### src/rtl/y86_pkg.sv
// Shared Y86 definitions: instruction codes, register sentinels, D-stage
// register-field selection and the bubble that gets injected into E.
package y86_pkg;

    localparam logic [3:0] IHALT   = 4'h0;
    localparam logic [3:0] INOP    = 4'h1;
    localparam logic [3:0] IRRMOVL = 4'h2;
    localparam logic [3:0] IIRMOVL = 4'h3;
    localparam logic [3:0] IRMMOVL = 4'h4;
    localparam logic [3:0] IMRMOVL = 4'h5;
    localparam logic [3:0] IOPL    = 4'h6;
    localparam logic [3:0] IJXX    = 4'h7;
    localparam logic [3:0] ICALL   = 4'h8;
    localparam logic [3:0] IRET    = 4'h9;
    localparam logic [3:0] IPUSHL  = 4'hA;
    localparam logic [3:0] IPOPL   = 4'hB;

    localparam logic [3:0] RNONE = 4'hF;
    localparam logic [3:0] RRSP  = 4'h4;

    localparam logic [3:0] BUBBLE_ICODE = INOP;
    localparam logic [3:0] BUBBLE_IFUN  = 4'h0;
    localparam logic [3:0] BUBBLE_REG   = RNONE;

    typedef struct packed {
        logic [3:0] src_a;
        logic [3:0] src_b;
        logic [3:0] dst_e;
        logic [3:0] dst_m;
    } reg_sel_t;

    function automatic reg_sel_t decode_regs(input logic [3:0] icode,
                                             input logic [3:0] ra,
                                             input logic [3:0] rb);
        reg_sel_t sel;
        sel = '{src_a: RNONE, src_b: RNONE, dst_e: RNONE, dst_m: RNONE};
        case (icode)
            IRRMOVL: begin sel.src_a = ra; sel.dst_e = rb; end
            IIRMOVL: sel.dst_e = rb;
            IRMMOVL: begin sel.src_a = ra; sel.src_b = rb; end
            IMRMOVL: begin sel.src_b = rb; sel.dst_m = ra; end
            IOPL:    begin sel.src_a = ra; sel.src_b = rb; sel.dst_e = rb; end
            IPUSHL:  begin sel.src_a = ra; sel.src_b = RRSP; sel.dst_e = RRSP; end
            IPOPL:   begin sel.src_a = RRSP; sel.src_b = RRSP; sel.dst_e = RRSP; sel.dst_m = ra; end
            ICALL:   begin sel.src_b = RRSP; sel.dst_e = RRSP; end
            IRET:    begin sel.src_a = RRSP; sel.src_b = RRSP; sel.dst_e = RRSP; end
            default: ;
        endcase
        return sel;
    endfunction

endpackage

### src/rtl/y86_regfile.sv
// NREGS x DATA_W register file: two combinational read ports and two
// clocked write ports, with the M port winning a same-register collision.
module y86_regfile
    import y86_pkg::*;
#(
    parameter int DATA_W     = 64,
    parameter int NREGS      = 15,
    parameter int INIT_INDEX = 1
) (
    input  logic              clk,
    input  logic              rst,
    input  logic [3:0]        rd_a_idx,
    output logic [DATA_W-1:0] rd_a_data,
    input  logic [3:0]        rd_b_idx,
    output logic [DATA_W-1:0] rd_b_data,
    input  logic [3:0]        wr_e_idx,
    input  logic [DATA_W-1:0] wr_e_data,
    input  logic [3:0]        wr_m_idx,
    input  logic [DATA_W-1:0] wr_m_data
);

    logic [DATA_W-1:0] regs [NREGS];

    logic a_ok, b_ok, e_ok, m_ok;
    assign a_ok = (rd_a_idx != RNONE) && (int'(rd_a_idx) < NREGS);
    assign b_ok = (rd_b_idx != RNONE) && (int'(rd_b_idx) < NREGS);
    assign e_ok = (wr_e_idx != RNONE) && (int'(wr_e_idx) < NREGS);
    assign m_ok = (wr_m_idx != RNONE) && (int'(wr_m_idx) < NREGS);

    assign rd_a_data = a_ok ? regs[rd_a_idx] : '0;
    assign rd_b_data = b_ok ? regs[rd_b_idx] : '0;

    // M is written after E so the later non-blocking update takes the collision
    always_ff @(posedge clk) begin
        if (rst) begin
            for (int i = 0; i < NREGS; i++) begin
                regs[i] <= (INIT_INDEX != 0) ? DATA_W'(i) : '0;
            end
        end else begin
            if (e_ok) regs[wr_e_idx] <= wr_e_data;
            if (m_ok) regs[wr_m_idx] <= wr_m_data;
        end
    end

endmodule

### src/rtl/y86_decode_fwd.sv
// Y86 decode stage: register selection, E/M/W forwarding, load-use
// detection and the D/E pipeline register.
module y86_decode_fwd
    import y86_pkg::*;
#(
    parameter int DATA_W     = 64,
    parameter int NREGS      = 15,
    parameter int INIT_INDEX = 1,
    parameter int FWD_EN     = 1
) (
    input  logic              clk_i,
    input  logic              rst_i,
    input  logic              d_valid_i,
    input  logic [3:0]        d_icode_i,
    input  logic [3:0]        d_ifun_i,
    input  logic [3:0]        d_rA_i,
    input  logic [3:0]        d_rB_i,
    input  logic [DATA_W-1:0] d_valC_i,
    input  logic [DATA_W-1:0] d_valP_i,
    input  logic              bubble_i,
    input  logic [3:0]        e_dstE_i,
    input  logic [DATA_W-1:0] e_valE_i,
    input  logic [3:0]        e_dstM_i,
    input  logic [3:0]        m_dstE_i,
    input  logic [DATA_W-1:0] m_valE_i,
    input  logic [3:0]        m_dstM_i,
    input  logic [DATA_W-1:0] m_valM_i,
    input  logic [3:0]        w_dstE_i,
    input  logic [DATA_W-1:0] w_valE_i,
    input  logic [3:0]        w_dstM_i,
    input  logic [DATA_W-1:0] w_valM_i,
    output logic              stall_o,
    output logic              e_valid_o,
    output logic [3:0]        e_icode_o,
    output logic [3:0]        e_ifun_o,
    output logic [DATA_W-1:0] e_valC_o,
    output logic [DATA_W-1:0] e_valA_o,
    output logic [DATA_W-1:0] e_valB_o,
    output logic [3:0]        e_dstE_o,
    output logic [3:0]        e_dstM_o,
    output logic [3:0]        e_srcA_o,
    output logic [3:0]        e_srcB_o
);

    reg_sel_t          sel;
    logic [DATA_W-1:0] rf_a, rf_b, fwd_a, fwd_b, val_a;
    logic              load_use;
    logic [3:0]        fwd_dst [5];
    logic [DATA_W-1:0] fwd_val [5];

    assign sel = decode_regs(d_icode_i, d_rA_i, d_rB_i);

    y86_regfile #(
        .DATA_W    (DATA_W),
        .NREGS     (NREGS),
        .INIT_INDEX(INIT_INDEX)
    ) u_regfile (
        .clk      (clk_i),
        .rst      (rst_i),
        .rd_a_idx (sel.src_a),
        .rd_a_data(rf_a),
        .rd_b_idx (sel.src_b),
        .rd_b_data(rf_b),
        .wr_e_idx (w_dstE_i),
        .wr_e_data(w_valE_i),
        .wr_m_idx (w_dstM_i),
        .wr_m_data(w_valM_i)
    );

    // Index 0 is the youngest producer and must win
    assign fwd_dst[0] = e_dstE_i;  assign fwd_val[0] = e_valE_i;
    assign fwd_dst[1] = m_dstM_i;  assign fwd_val[1] = m_valM_i;
    assign fwd_dst[2] = m_dstE_i;  assign fwd_val[2] = m_valE_i;
    assign fwd_dst[3] = w_dstM_i;  assign fwd_val[3] = w_valM_i;
    assign fwd_dst[4] = w_dstE_i;  assign fwd_val[4] = w_valE_i;

    // Scanning oldest-to-youngest lets the youngest match overwrite the rest
    always_comb begin
        fwd_a = rf_a;
        fwd_b = rf_b;
        if (FWD_EN != 0) begin
            for (int i = 4; i >= 0; i--) begin
                if (sel.src_a != RNONE && fwd_dst[i] == sel.src_a) fwd_a = fwd_val[i];
                if (sel.src_b != RNONE && fwd_dst[i] == sel.src_b) fwd_b = fwd_val[i];
            end
        end
    end

    assign val_a = (d_icode_i == ICALL || d_icode_i == IJXX) ? d_valP_i : fwd_a;

    assign load_use = d_valid_i && (e_dstM_i != RNONE) &&
                      (e_dstM_i == sel.src_a || e_dstM_i == sel.src_b);
    assign stall_o  = load_use;

    always_ff @(posedge clk_i) begin
        if (rst_i || bubble_i || load_use) begin
            e_valid_o <= 1'b0;
            e_icode_o <= BUBBLE_ICODE;
            e_ifun_o  <= BUBBLE_IFUN;
            e_valC_o  <= '0;
            e_valA_o  <= '0;
            e_valB_o  <= '0;
            e_dstE_o  <= BUBBLE_REG;
            e_dstM_o  <= BUBBLE_REG;
            e_srcA_o  <= BUBBLE_REG;
            e_srcB_o  <= BUBBLE_REG;
        end else begin
            e_valid_o <= d_valid_i;
            e_icode_o <= d_icode_i;
            e_ifun_o  <= d_ifun_i;
            e_valC_o  <= d_valC_i;
            e_valA_o  <= val_a;
            e_valB_o  <= fwd_b;
            e_dstE_o  <= sel.dst_e;
            e_dstM_o  <= sel.dst_m;
            e_srcA_o  <= sel.src_a;
            e_srcB_o  <= sel.src_b;
        end
    end

endmodule

### config.mk
export PLATFORM = sky130hd
export DESIGN_NAME = y86_decode_fwd
export DESIGN_NICKNAME = d
export VERILOG_FILES = /design/src/rtl/y86_pkg.sv /design/src/rtl/y86_regfile.sv /design/src/rtl/y86_decode_fwd.sv
export SDC_FILE = /design/constraint.sdc
export NUM_CORES = 2
export LEC_CHECK = 0
export BUFFER_PORTS_ARGS = -buffer_cell sky130_fd_sc_hd__buf_2
export CORE_ASPECT_RATIO = 0.9
export CORE_MARGIN = 2
export CORE_UTILIZATION = 25
export CTS_CLUSTER_DIAMETER = 100
export CTS_CLUSTER_SIZE = 14
export DETAILED_ROUTE_END_ITERATION = 10
export PLACE_DENSITY = 0.47
export RECOVER_POWER = 25
export SYNTH_ARGS = -nofsm -noshare
export SYNTH_HDL_FRONTEND = slang
export SYNTH_SLANG_ARGS = --single-unit
### constraint.sdc
create_clock -name clk_i -period 9.1 [get_ports clk_i]
set_input_delay 2.73 -clock clk_i [delete_from_list [all_inputs] [get_ports clk_i]]
set_output_delay 2.73 -clock clk_i [all_outputs]
set_load 0.005 [all_outputs]
Word-level counts from Yosys, hierarchy flattened
Memories as Yosys holds them, arrays and structs flattened. Cells that the tools add are included.

Register bits after elaboration: 217. RAM bits: 960. Input port bits: 492. Output and inout port bits: 218. Word-level logic and storage cells: 102. Memories kept: 1.

Memories: u_regfile.regs (words 15, bits a word 64, rd ports 2, clocked after memory_dff 0, write ports 15, line y86_regfile.sv:22) `logic [DATA_W-1:0] regs [NREGS];`.

Magnitude comparators: 4. Equal/unequal tests: 27. Multiplexer cells: 30. Bitwise gates (word level): 1. Reductions and logical operators: 29.

Operators with widths (count): two-way mux 64 bit (15); OR reduction 64 bit (2); equality test 4 bit (12); case mux 4 bit (2 select lines) (3); inequality test 4 bit, second input constant (5); equality test 4 x 3 -> 1 bit, second input constant (4); equality test 4 bit, second input constant (4); logical AND 1 bit (16); < comparator 4 bit, second input constant (4); two-way mux 1 bit (10); equality test 4 x 2 -> 1 bit, second input constant (2); two-way mux 4 bit (2); OR reduction 4 bit (2); OR reduction 2 bit (3); OR reduction 3 bit (2); logical OR 1 bit (4); inverter 1 bit (1).

Logic depth before layout (Yosys ltp)
Depth after elaboration: 12. Mapped depth: 14. Depth with buffers taken out: 8.

Hierarchy
Synthesis repeated with hierarchy kept, for this count alone.

Cells, all modules: 5547. Area, all modules: 66943.0 um^2.

By module, submodules not included: y86_regfile (instances 1, cells each 3888, area an instance 54334.6 um^2, seq. area each 28827.6 um^2); y86_decode_fwd (instances 1, cells each 1659, area an instance 12608.3 um^2, seq. area each 4344.2 um^2).

Least setup slack after synthesis
OpenSTA, ideal clock, no wires.

Kind: input -> output. From: input port d_icode_i[1]. To: output port stall_o. Arrival time: 4.238 ns. Required time: 6.370 ns. Path slack: 2.132 ns. Cell stages on the path: 7. Path through: or2_2 > buf_2 > a41oi_2 > buf_2 > xnor2_1 > nand4_1 > a21oi_1.

Cells in the longest elaborated chain, start to end: 6. Elaborated cells on any way between the ends: 18.

RTL lines: start: declaration (line y86_decode_fwd.sv:14) `input logic [3:0] d_icode_i,`; equality test 4 bit (tied with other cells) (line y86_pkg.sv:37) `case (icode)`; OR reduction 4 bit (no source line) (tied with other cells); case mux 4 bit (2 select lines) (line y86_pkg.sv:37); equality test 4 bit (line y86_decode_fwd.sv:92) `(e_dstM_i == sel.src_a || e_dstM_i == sel.src_b);`; logical OR 1 bit * (line y86_decode_fwd.sv:92); logical AND 1 bit * (line y86_decode_fwd.sv:91) `assign load_use = d_valid_i && (e_dstM_i != RNONE) &&`; end: declaration (line y86_decode_fwd.sv:32) `output logic stall_o,`.

Mark *: on every way between the ends. The rest lies on a longest branch, timed or not.

==> impl_metrics.csv <==
group,metric,value,unit
run_status,status,"finished with violations",
run_status,violations,"max-capacitance violations, max-slew violations",
synthesis,seq_area_frac_synth,0.503,
global_route,gr-total-overflow,0,
route,first_pass_iters,9,
global_route,antenna_found_initial,39,
synthesis,synth_area,69700,um2
clocking,cts_buffers,102,
clocking,root_buffer,"clkbuf_16",
route,drc,0,
job,maxCapViolCount,13,
floorplan,ioPinCount,710,
placement,place.gp.congestion,0.846,
floorplan,die_w,561,um
sta,slew_viol_final,483,
placement,hpwl,223000,um
critical_path,reg2reg_to,"e_valB_o[29]",
sta,tightest_slew,5.10,ns
placement,port_buffers,709,
critical_path,cp_slowest_stage_delay,2.98,ns
finish,layout.cells.non_filler,10200,
route,postRouteAntennaNets,0,
critical_path,crit_family,"simple AND/OR/NAND/NOR gates",
sta,finalHoldViolCount,0,
route,drtIter0Drc,9733,
clocking,tritoncts,"yes",
critical_path,r2r_cells,6,
synthesis,synth_top_area_share,0.441,
synthesis,avgSynthCellArea,10.9,um2
critical_path,r2r_setup_slack,6.59,ns
global_route,grt_pass1_vias,62800,
critical_path,crit_arrival,7.66,ns
route,num_vias,65000,
critical_path,crit_slowest_cell,"nand2_1",
critical_path,worstSetupPathType,"in2reg",
critical_path,cp_num_buf_inv,1,
clocking,clock_path_buffers,3,
power_and_ir_drop,power,14200,uW
sta,relSlewSlack,-2.41,
clocking,clock_latency,0.78,ns
critical_path,start_kind,"input port",
floorplan,core_area,277000,um2
global_route,grt_start_max_net_pins,134,
synthesis,yosysMostFrequentCell,"edfxtp_1",
worst_hold_path,hold_path.class,"reg2reg",
power_and_ir_drop,ir_worst_vdd,0.000172,V
sta,post-route-period-util,0.917,
sta,setup_tns,0,ns
worst_hold_path,hp-start,"u_regfile.regs[1][56]",
floorplan,placementRows,183,
clocking,path_clk_slew,0.08,ns
synthesis,synthFlopType,"edfxtp_1",
finish,utilization,0.286,
clocking,htreeDepth,3,
finish,syn_to_final_growth,13.5,%
clocking,cts_setup_buffers,0,
critical_path,path_cells,"clkbuf_1 > nor2b_1 > nand3_1 > nand2_1",
clocking,ctsResizeCount,0,
sta,rsz0062_at_grt,"false",
clocking,cts_hold_buffers,0,
route,wl_per_cell,38.0,um
power_and_ir_drop,power_leakage,0.0274,uW
worst_hold_path,holdPathEnd,"e_valA_o[56]",
global_route,grt_pass1_wl,524000,um
synthesis,ys_top_cells_by_count,"1024 x edfxtp_1, 919 x a22o_1, 836 x clkbuf_1, 495 x a221oi_1, 256 x mux2i_1",
synthesis,synth.area.top_cells,"edfxtp_1 44%, a22o_1 12%, dfxtp_1 6.2%, a221oi_1 6.2%, clkbuf_1 4.5%",
synthesis,syn_inst,6377,
critical_path,r2r-start,"u_regfile.regs[11][29]",
finish,finalNetCount,6896,
critical_path,cp-end-kind,"flip-flop",
synthesis,synth_edf_count,1024,
critical_path,cp_max_fo,64,
floorplan,die_y,505,um
clocking,clock-sinks,1241,
synthesis,ys_ff_latch,1241,
power_and_ir_drop,p_per_area,180,nW/um2
synthesis,synth_warnings,0,
finish,n_fill_cell,28600,
finish,drive_gt1_frac,0.146,
floorplan,die_area,283000,um2
floorplan,initial_utilization,0.252,
sta,period_needed,8.35,ns
sta,skew,0.0235,ns
synthesis,yosysTopAreaCell,"edfxtp_1",
placement,place_inst,10000,
route,routed_wl,387000,um
sta,fmax,120,MHz
sta,setup_viol,0,
critical_path,required,8.41,ns
global_route,track_usage,0.260,
worst_hold_path,min_delay_path_depth,5,
synthesis,async_flop_share,0,
route,vias_per_cell,6.38,
synthesis,yosysUniqueCellTypes,74,
how the worst max path moves through the flow:
stage / startpoint / endpoint / slack, ns / cells past startpoint
after floorplan: d_icode_i[1] / stall_o / 2.13 / 7
after global placement: d_icode_i[2] / e_valA_o[30] / 1.25 / 11
final: rst_i / u_regfile.regs[7][21] / 0.75 / 4
after global routing: rst_i / u_regfile.regs[7][26] / 0.69 / 4
after detailed placement: d_icode_i[2] / e_valA_o[30] / 1.17 / 11
after CTS: d_icode_i[2] / stall_o / 1.34 / 7
cell families (layout without fill, tap and decap cells):
family | count (synthesis) | in the layout | share of synthesized area
AO/OA/AOI/OAI | 2787 | 2787 | 0.318
XOR/XNOR | 35 | 35 | 0.00440
buffers and inverters | 1104 | 1153 | 0.0618
flip-flops | 1241 | 1241 | 0.503
multiplexers | 318 | 318 | 0.0468
other | 1 | 69 | 0.0000538
AND/OR/NAND/NOR | 891 | 891 | 0.0660
metrics by stage:
stage               instance area, um2  hold slack [ns]  setup slack (ns)
floorplan                        70000            0.790              2.13
global placement                 76400            0.878              1.25
detailed placement               76400            0.907              1.17
CTS                              79500            0.917              1.34
global route                     79100            0.996             0.692
finish                           79100            0.925             0.753
placed cells by master (no fill, tap or decap), types with 152 or more instances in the layout:
cell,instances
edfxtp_1,1024
a21oi_1,242
nand2_1,221
a221oi_1,495
buf_2,499
clkbuf_1,284
or3_1,179
dfxtp_1,217
a22o_1,919
buf_4,152
mux2i_1,256
power by group:
| group | total (uW) | switching [uW] | internal (uW) | leakage [uW] |
|---|---|---|---|---|
| clock network | 4590 | 2350 | 2240 | 0.00147 |
| logic | 2800 | 1990 | 810 | 0.0142 |
| registers | 6840 | 224 | 6610 | 0.0118 |
final cells by class:
class                           count  area (um2)  area share
Multi-Input combinational cell   4095       31200       0.394
Antenna cell                        5        12.5    0.000158
Inverter                           75         284     0.00359
Sequential cell                  1241       35100       0.443
Timing Repair Buffer              889        4870      0.0616
Clock buffer                      176        2910      0.0368
Clock inverter                     13         169     0.00213
Tap cell                         3700        4630      0.0585
metal layers:
layer	global-route usage	wire, um
met1	0.349	158000
met2	0.393	169000
met3	0.0751	45300
met4	0.0987	15700
met5	0	87
sequential cells by signal (all words and copies together), names as in the netlist:
register / cells
e_valid_o: 1
e_dstE_o: 4
e_dstM_o: 4
e_valC_o: 64
e_valB_o: 64
e_srcB_o: 4
u_regfile.regs: 1024
e_srcA_o: 4
e_valA_o: 64
e_ifun_o: 4
e_icode_o: 4
worst min-delay path, delay by kind of cell, from the launching register on:
| family | cells | cell delay [ns] |
|---|---|---|
| AND/OR/NAND/NOR | 2 | 0.21 |
| flip-flops | 1 | 0.39 |
| AO/OA/AOI/OAI | 3 | 0.30 |
Note: power is estimated with default switching activity, not from simulation.
